--- src/rtl/letter_display_scanner.sv ---
// Multiplexed 2-digit-per-letter 7-segment scanner with a frame-synchronised valid/ready letter input.
// Optional build macro: LEADING_ZERO_BLANK_EN (blank a tens digit of 0).
module letter_display_scanner #(
    parameter int CHANNELS = 2,
    parameter int DIVIDER  = 100000,
    parameter int VAL_W    = 5
) (
    input  logic                      clk,
    input  logic                      rst_n,
    input  logic                      in_valid,
    output logic                      in_ready,
    input  logic [CHANNELS*VAL_W-1:0] letters,
    output logic [6:0]                seg,
    output logic [2*CHANNELS-1:0]     an,
    output logic                      frame_done
);
    localparam int ND     = 2 * CHANNELS;
    localparam int TICK_W = (DIVIDER > 1) ? $clog2(DIVIDER) : 1;
    localparam int DIG_W  = (ND > 1) ? $clog2(ND) : 1;

    // Handshake: a transfer happens on a rising edge where in_valid && in_ready.
    // in_ready is low from a capture until the next frame boundary applies it.

    logic [TICK_W-1:0]         tick_q, tick_d;
    logic [DIG_W-1:0]          d_q, d_d;
    logic                      pending_q;
    logic [CHANNELS*VAL_W-1:0] shadow_q;
    logic [CHANNELS*VAL_W-1:0] display_q;
    logic [6:0]                seg_q;
    logic [ND-1:0]             an_q;
    logic                      frame_done_q;

    logic                      step;
    logic                      boundary;
    logic                      transfer;
    logic [VAL_W-1:0]          cur_val;
    logic [VAL_W-1:0]          tens_v;
    logic [VAL_W-1:0]          ones_v;
    logic [3:0]                digit;
    logic [6:0]                seg_next;
    logic [ND-1:0]             an_next;

    always_comb begin
        step     = (tick_q == TICK_W'(DIVIDER - 1));
        tick_d   = step ? '0 : tick_q + 1'b1;
        boundary = step && (d_q == DIG_W'(ND - 1));
        d_d      = d_q;
        if (step) begin
            d_d = boundary ? '0 : d_q + 1'b1;
        end
        transfer = in_valid && !pending_q;
    end

    // Digit d shows channel d/2: ones on even d, tens on odd d.
    always_comb begin
        cur_val = '0;
        for (int c = 0; c < CHANNELS; c++) begin
            if ((int'(d_q) >> 1) == c) begin
                cur_val = display_q[c*VAL_W +: VAL_W];
            end
        end
        tens_v = cur_val / VAL_W'(10);
        ones_v = cur_val % VAL_W'(10);
        digit  = d_q[0] ? tens_v[3:0] : ones_v[3:0];

        case (digit)
            4'd0:    seg_next = 7'b1000000;
            4'd1:    seg_next = 7'b1111001;
            4'd2:    seg_next = 7'b0100100;
            4'd3:    seg_next = 7'b0110000;
            4'd4:    seg_next = 7'b0011001;
            4'd5:    seg_next = 7'b0010010;
            4'd6:    seg_next = 7'b0000010;
            4'd7:    seg_next = 7'b1111000;
            4'd8:    seg_next = 7'b0000000;
            4'd9:    seg_next = 7'b0010000;
            default: seg_next = 7'h7F;
        endcase
`ifdef LEADING_ZERO_BLANK_EN
        if (d_q[0] && (tens_v == '0)) begin
            seg_next = 7'h7F;
        end
`else
`endif
        if (int'(cur_val) > 26) begin
            seg_next = 7'b0111111;
        end
        an_next = ~(ND'(1) << d_q);
    end

    always_ff @(posedge clk or negedge rst_n) begin
        if (!rst_n) begin
            tick_q       <= '0;
            d_q          <= '0;
            pending_q    <= 1'b0;
            shadow_q     <= '0;
            display_q    <= '0;
            seg_q        <= 7'h7F;
            an_q         <= '1;
            frame_done_q <= 1'b0;
        end else begin
            tick_q       <= tick_d;
            d_q          <= d_d;
            frame_done_q <= boundary;
            if (step) begin
                seg_q <= seg_next;
                an_q  <= an_next;
            end
            // A capture coinciding with a boundary waits for the following boundary.
            if (boundary && pending_q) begin
                display_q <= shadow_q;
                pending_q <= 1'b0;
            end else if (transfer) begin
                shadow_q  <= letters;
                pending_q <= 1'b1;
            end
        end
    end

    assign in_ready   = !pending_q;
    assign seg        = seg_q;
    assign an         = an_q;
    assign frame_done = frame_done_q;

endmodule

--- config.mk ---
export PLATFORM = sky130hd
export DESIGN_NAME = letter_display_scanner
export DESIGN_NICKNAME = d
export VERILOG_FILES = /design/src/rtl/letter_display_scanner.sv
export SDC_FILE = /design/constraint.sdc
export NUM_CORES = 1
export LEC_CHECK = 0
export ABC_AREA = 1
export CAP_MARGIN = 20
export CORE_ASPECT_RATIO = 1.1
export CORE_UTILIZATION = 55
export DETAILED_ROUTE_END_ITERATION = 10
export PLACE_DENSITY = 0.88
export SLEW_MARGIN = 10
export SYNTH_ARGS = -nofsm -noshare
export SYNTH_HDL_FRONTEND = slang
export SYNTH_SLANG_ARGS = --single-unit
export TNS_END_PERCENT = 20
--- constraint.sdc ---
create_clock -name clk -period 4 [get_ports clk]
set_input_delay 1.2 -clock clk [delete_from_list [all_inputs] [get_ports clk]]
set_output_delay 1.2 -clock clk [all_outputs]
set_load 0.05 [all_outputs]
Word level (Yosys, flattened, before mapping)
Memories as Yosys holds them, arrays and structs flattened.
Index checks and enable logic that the tools add are counted.
- word-level logic and storage cells: 34
- memory bits (read-only): 112
- memories kept: 1
- bits in registers: 52
- bitwise logic cells: 2
- shift-type cells: 1
- reductions and logical operators: 7
- add/subtract/negate cells: 2
- mux-type cells: 8
- div/mod/pow operators: 2
- order comparisons: 1
- equal/unequal tests: 2
- memories (memory ; words ; width ; read ports ; clocked after Yosys merged registers in ; write ports ; RTL line ; text):
    (name not given) ; 16 ; 7 ; 1 ; 0 ; 0 ; 66 ; case (digit)
- operators with widths (kind ; number):
    $logic_not 32->1 ; 1
    $add 17x1->17 const B ; 1
    $eq 17x17->1 const B ; 1
    $mux 17 ; 1
    $mux 5 ; 2
    $mux 7 ; 1
    $div 5x4->5 const B ; 1
    $gt 5x5->1 const B ; 1
    $mod 5x4->5 const B ; 1
    $mux 4 ; 1
    $not 4->4 ; 1
    $shl 1x2->4 const A ; 1
    $logic_and 1x1->1 ; 3
    $add 2x1->2 const B ; 1
    $eq 2x2->1 const B ; 1
    $mux 1 ; 2
    $mux 2 ; 1
    $reduce_and 2->1 ; 1
    $reduce_bool 2->1 ; 1
    $logic_not 1->1 ; 1
    $not 1->1 ; 1

Longest topological paths before layout
An unclocked memory read counts as a cell.
- depth in word-level cells: 7
- depth in mapped cells: 29
- depth with buffers taken out: 29

Worst setup path before layout
No wires, ideal clock.
- path kind: register -> register
- from: reg d_q[1]
- to: reg seg_q[3], in the netlist seg[3]
- arrival time: 2.952 ns
- required time: 3.928 ns
- stages on the path, launching flop included: 26
- buffers on the path: 0
- setup slack: 0.975 ns
- clock period less this slack: 3.025 ns
- cell sequence: dfrtp_1 inv_2 nand2_2 nand2_1 inv_1 ha_1 inv_1 nand3_2 nand2_4 nand2_1 and2_1 ha_1 a21oi_1 nand3_1 nand2_2 nand3_1 nand2_1 nand2_1 nand2_2 inv_1 ha_1 nand4_1 nand3_1 nand3_1 nand2_1 inv_1
- longest elaborated chain between the ends: 7
- elaborated cells on any way between the ends: 9
- ends and longest elaborated chain (what ; RTL line ; text):
    start, declared ; 25 ; logic [DIG_W-1:0] d_q, d_d;
    start signal, assigned ; 94 ; d_q <= '0;
    start signal, assigned ; 103 ; d_q <= d_d;
    $logic_not 32->1 ; 58 ; if ((int'(d_q) >> 1) == c) begin
    $mux 5 ; 58 ;
    $mux 5 * ; 58 ;
    $mod 5x4->5 or $div 5x4->5 (tied branches) ; 63, 62 ;
    $mux 4 ; 64 ; digit = d_q[0] ? tens_v[3:0] : ones_v[3:0];
    $mem_v2 16x7 ; n/a ;
    $mux 7 * ; 85 ; if (int'(cur_val) > 26) begin
    end signal, assigned ; 106 ; seg_q <= seg_next;
    end, declared ; 29 ; logic [6:0] seg_q;
Every way passes the cells marked *; elsewhere a longest branch is shown, timed or not.
A chain may end at the register's enable or synchronous reset.

Worst setup path after layout
- from: reg d_q[1]
- to: reg seg_q[6], in the netlist seg[6]
The elaborated chain is that of the path after synthesis.

==> impl_summary.txt <==
----------------------------------------------------
[Outcome]
  Outcome ... finished, final reports clean

[Routing]
  DRC violations left ... 0
  Pre-antenna DRT Iters ... 5
  First DRT Iteration DRCs ... 150
  Number of routed nets with antenna violations ... 0
  Via count normalized by instance count ... 5.03
  Wire length reported by the detailed router ... about 4700 um
  Post-DR wirelength/cell ... 11.6 um
  Via total after detailed routing ... around 2,000

[Clocking]
  Post-cts sizing count ... 0
  Count of clock tree sinks ... 52
  CTS Hold Bufs ... 0
  TritonCTS clock tree ... built
  Worst skew pair latency ... 0.31 ns
  CTS buffer count ... 5
  H-tree levels ... 2
  Clock input transition at the sequential cells of the worst setup and hold paths ... 0.10 ns
  Buffer type at the clock tree root ... sky130_fd_sc_hd__clkbuf_8
  Post-CTS repair timing setup buffer count ... 0
  Worst-case clock buffer depth ... 2

[Global routing]
  GRT met1 Usage ... between 20% and 30%
  Global-route usage over all layers ... 19.6%
  Most crowded layer after global routing ... met2
  Antenna violations before repair ... 0
  Met3 Track Usage GR ... roughly 4.6%
  Vias in the first global route ... 1,932
  Grt ovf ... 0
  Largest net degree at the start of global routing ... 53
  GR met2 Demand/Resource ... approximately a third
  Global-route wire length before repair ... 8440 um

[Cells and area]
  Antenna cell count ... 0
  Fillers ... 379
  Post-route core utilization ... 66.6%
  Most frequent cells in the layout ... sky130_fd_sc_hd__nand2_1 (58), sky130_fd_sc_hd__inv_1 (51), sky130_fd_sc_hd__dfrtp_1 (41)
  # nets final ... 378
  Fraction of final layout cells with drive strength greater than 1 ... ~15%
  Count of non-filler cells in the finished layout ... 407
  Layout overhead on the synthesized area ... 14.7%
  Leading cell type in the layout, fill and taps excluded ... sky130_fd_sc_hd__nand2_1

[Critical path]
  Crit path capture type ... flop
  Setup crit start kind ... flop
  Maximum fanout along the worst path ... 9
  Slowest stage cell on the critical path ... sky130_fd_sc_hd__dfrtp_1
  Depth of the most critical reg-to-reg path ... 28
  CP dominant cell by count ... sky130_fd_sc_hd__nand2_1
  Critical path arrival ... 3.63 ns
  Kind of critical path ... reg2reg
  Data required time of the critical path ... 4.25 ns
  Delay of the slowest cell on the worst path ... 0.49 ns

[Hold path]
  Number of instances on the worst hold path ... 1
  Hold/Removal Path Class ... reg2reg

[Timing]
  Max frequency ... 296 MHz
  Layout Skew ... approximately 0.0088 ns
  Period utilisation layout ... a little over four fifths
  Max Slew Vio Count ... 0
  Worst slew margin ... between 50% and 60%
  Setup ws final ... 0.621 ns
  Accumulated negative setup slack ... 0 ns
  Total count of hold-check failures in the final report ... 0
  Worst slew pin tran ... 0.605 ns
  Final setup fails ... 0
  Unrepaired setup endpoints after global routing ... no
  Min cycle time layout ... 3.38 ns

[Synthesis]
  Post-Syn Nets ... ~350
  Number of synthesized register bits ... 52
  Post-synthesis average cell area ... 8.49 um2
  Share of flip-flops with an asynchronous set or reset after synthesis ... 100%
  Sequential share of the synthesized area ... 48.0%
  Number of warnings issued by yosys ... 0
  Primary flip-flop cell chosen by synthesis mapping ... sky130_fd_sc_hd__dfrtp_1
  Post-Synthesis Cell Area ... 0.00274 mm2
  Yosys cell types ... 31
  EDFF count, synth ... 0
  Gate Count Post-Synth ... 323

[Floorplanning]
  Chip Width ... between 60 and 70 um
  Overall die area ... 0.00527 mm2
  Floorplan die height ... ~76 um
  Starting density of the core ... 58.1%
  Number of top-level pins ... 26
  Floorplan core area ... 0.00472 mm2
  Placement row count ... 26

[Place]
  Worst slack at placement ... 0.662 ns
  Final RePlAce weighted congestion ... roughly 0.9
  Placed insts ... 398
  Number of port buffers ... 25
  Detailed-placement wirelength estimate ... 3430 um

[Power and ir drop]
  Leakage power ... 1.61 nW
  Power density over cell area ... 281 mW/mm2
  Highest ir drop seen on vdd ... 0.248 mV
  Post-layout power ... 0.882 mW

[Flow run]
  Maximum capacitance violations ... 0

----------------------------------------------------
==> critical path: cells and delay by family (launching register included) <==
family	cells	cell delay [ns]
fa+ha+maj	3	0.58
flops	1	0.49
simple gates	18	1.62
buf+inv	6	0.50
compound gates	1	0.11
==> final cells by class <==
type / instances / area (um2) / share of cell area, %
clock buffer: 5 / 68.8 / 2.19
multi-input combinational: 211 / 1200 / 38.1
tap: 56 / 70.1 / 2.23
sequential: 52 / 1320 / 41.8
inverter: 54 / 203 / 6.45
timing repair buffer: 26 / 265 / 8.44
clock inverter: 3 / 22.5 / 0.717
==> stage by stage <==
step	hold WS, ns	instance area, um2
2_1_floorplan	0.433	2740
3_3_place_gp	0.452	3030
3_5_place_dp	0.460	3030
4_1_cts	0.476	3120
5_1_grt	0.493	3140
6_report	0.474	3140
==> state kept, by name, summed over array words and instances (netlist names) <==
register	cells
tick_q	17
d_q	2
frame_done	1
pending_q	1
seg	7
shadow_q	10
an	4
display_q	10
==> synthesized netlist by cell type, types with 3 or more instances <==
| master | number | area share [%] |
|---|---|---|
| sky130_fd_sc_hd__nand4_1 | 7 | 1.6 |
| sky130_fd_sc_hd__a21oi_1 | 18 | 3.3 |
| sky130_fd_sc_hd__xor2_1 | 6 | 1.9 |
| sky130_fd_sc_hd__nor2_1 | 29 | 4.0 |
| sky130_fd_sc_hd__inv_1 | 51 | 7.0 |
| sky130_fd_sc_hd__dfstp_2 | 11 | 11 |
| sky130_fd_sc_hd__dfrtp_1 | 41 | 37 |
| sky130_fd_sc_hd__or2_2 | 6 | 1.4 |
| sky130_fd_sc_hd__nand2_1 | 58 | 7.9 |
| sky130_fd_sc_hd__ha_1 | 15 | 6.8 |
| sky130_fd_sc_hd__nand3_1 | 22 | 4.0 |
| sky130_fd_sc_hd__nand2_2 | 10 | 2.3 |
| sky130_fd_sc_hd__nand3_2 | 3 | 1.1 |
| sky130_fd_sc_hd__clkbuf_1 | 4 | 0.55 |
| sky130_fd_sc_hd__nand2_4 | 3 | 1.2 |
| sky130_fd_sc_hd__o21ai_0 | 19 | 3.5 |
==> routing by layer <==
| layer | vias up | wire (um) |
|---|---|---|
| li1 | 1068 | - |
| met4 | 0 | 55 |
| met1 | 924 | 2210 |
| met5 | - | 0 |
| met2 | 49 | 2280 |
| met3 | 6 | 164 |
==> worst paths after layout <==
kind | start | slack (ns) | end
min in group asynchronous | rst_n | 0.82 | tick_q[13]$_DFF_PN0_
worst min-delay path | tick_q[0]$_DFF_PN0_ | 0.47 | tick_q[0]$_DFF_PN0_
worst min register to register | tick_q[0]$_DFF_PN0_ | 0.47 | tick_q[0]$_DFF_PN0_
worst max register to register | d_q[1]$_DFFE_PN0P_ | 0.62 | seg[6]$_DFFE_PN1P_
worst max-delay path | d_q[1]$_DFFE_PN0P_ | 0.62 | seg[6]$_DFFE_PN1P_
max in group asynchronous | rst_n | 2.59 | an[3]$_DFFE_PN1P_
==> where the power goes <==
part / internal (mW) / total [mW] / switching, mW
clock: 0.126 / 0.306 / 0.180
combinational: 0.0168 / 0.0358 / 0.0190
sequential: 0.537 / 0.541 / 0.00302
==> kinds of logic (layout without fill, tap and decap cells) <==
kind of cell / after synthesis / count (layout) / synth area share (%)
AND/OR/NAND/NOR: 145 / 145 / 25.6
buffers and inverters: 60 / 88 / 8.31
flip-flops: 52 / 52 / 48.0
AO/OA/AOI/OAI: 45 / 45 / 9.40
adder cells (fa/ha/maj): 15 / 15 / 6.85
XOR/XNOR: 6 / 6 / 1.92
Note: power is estimated with default switching activity, not from simulation.
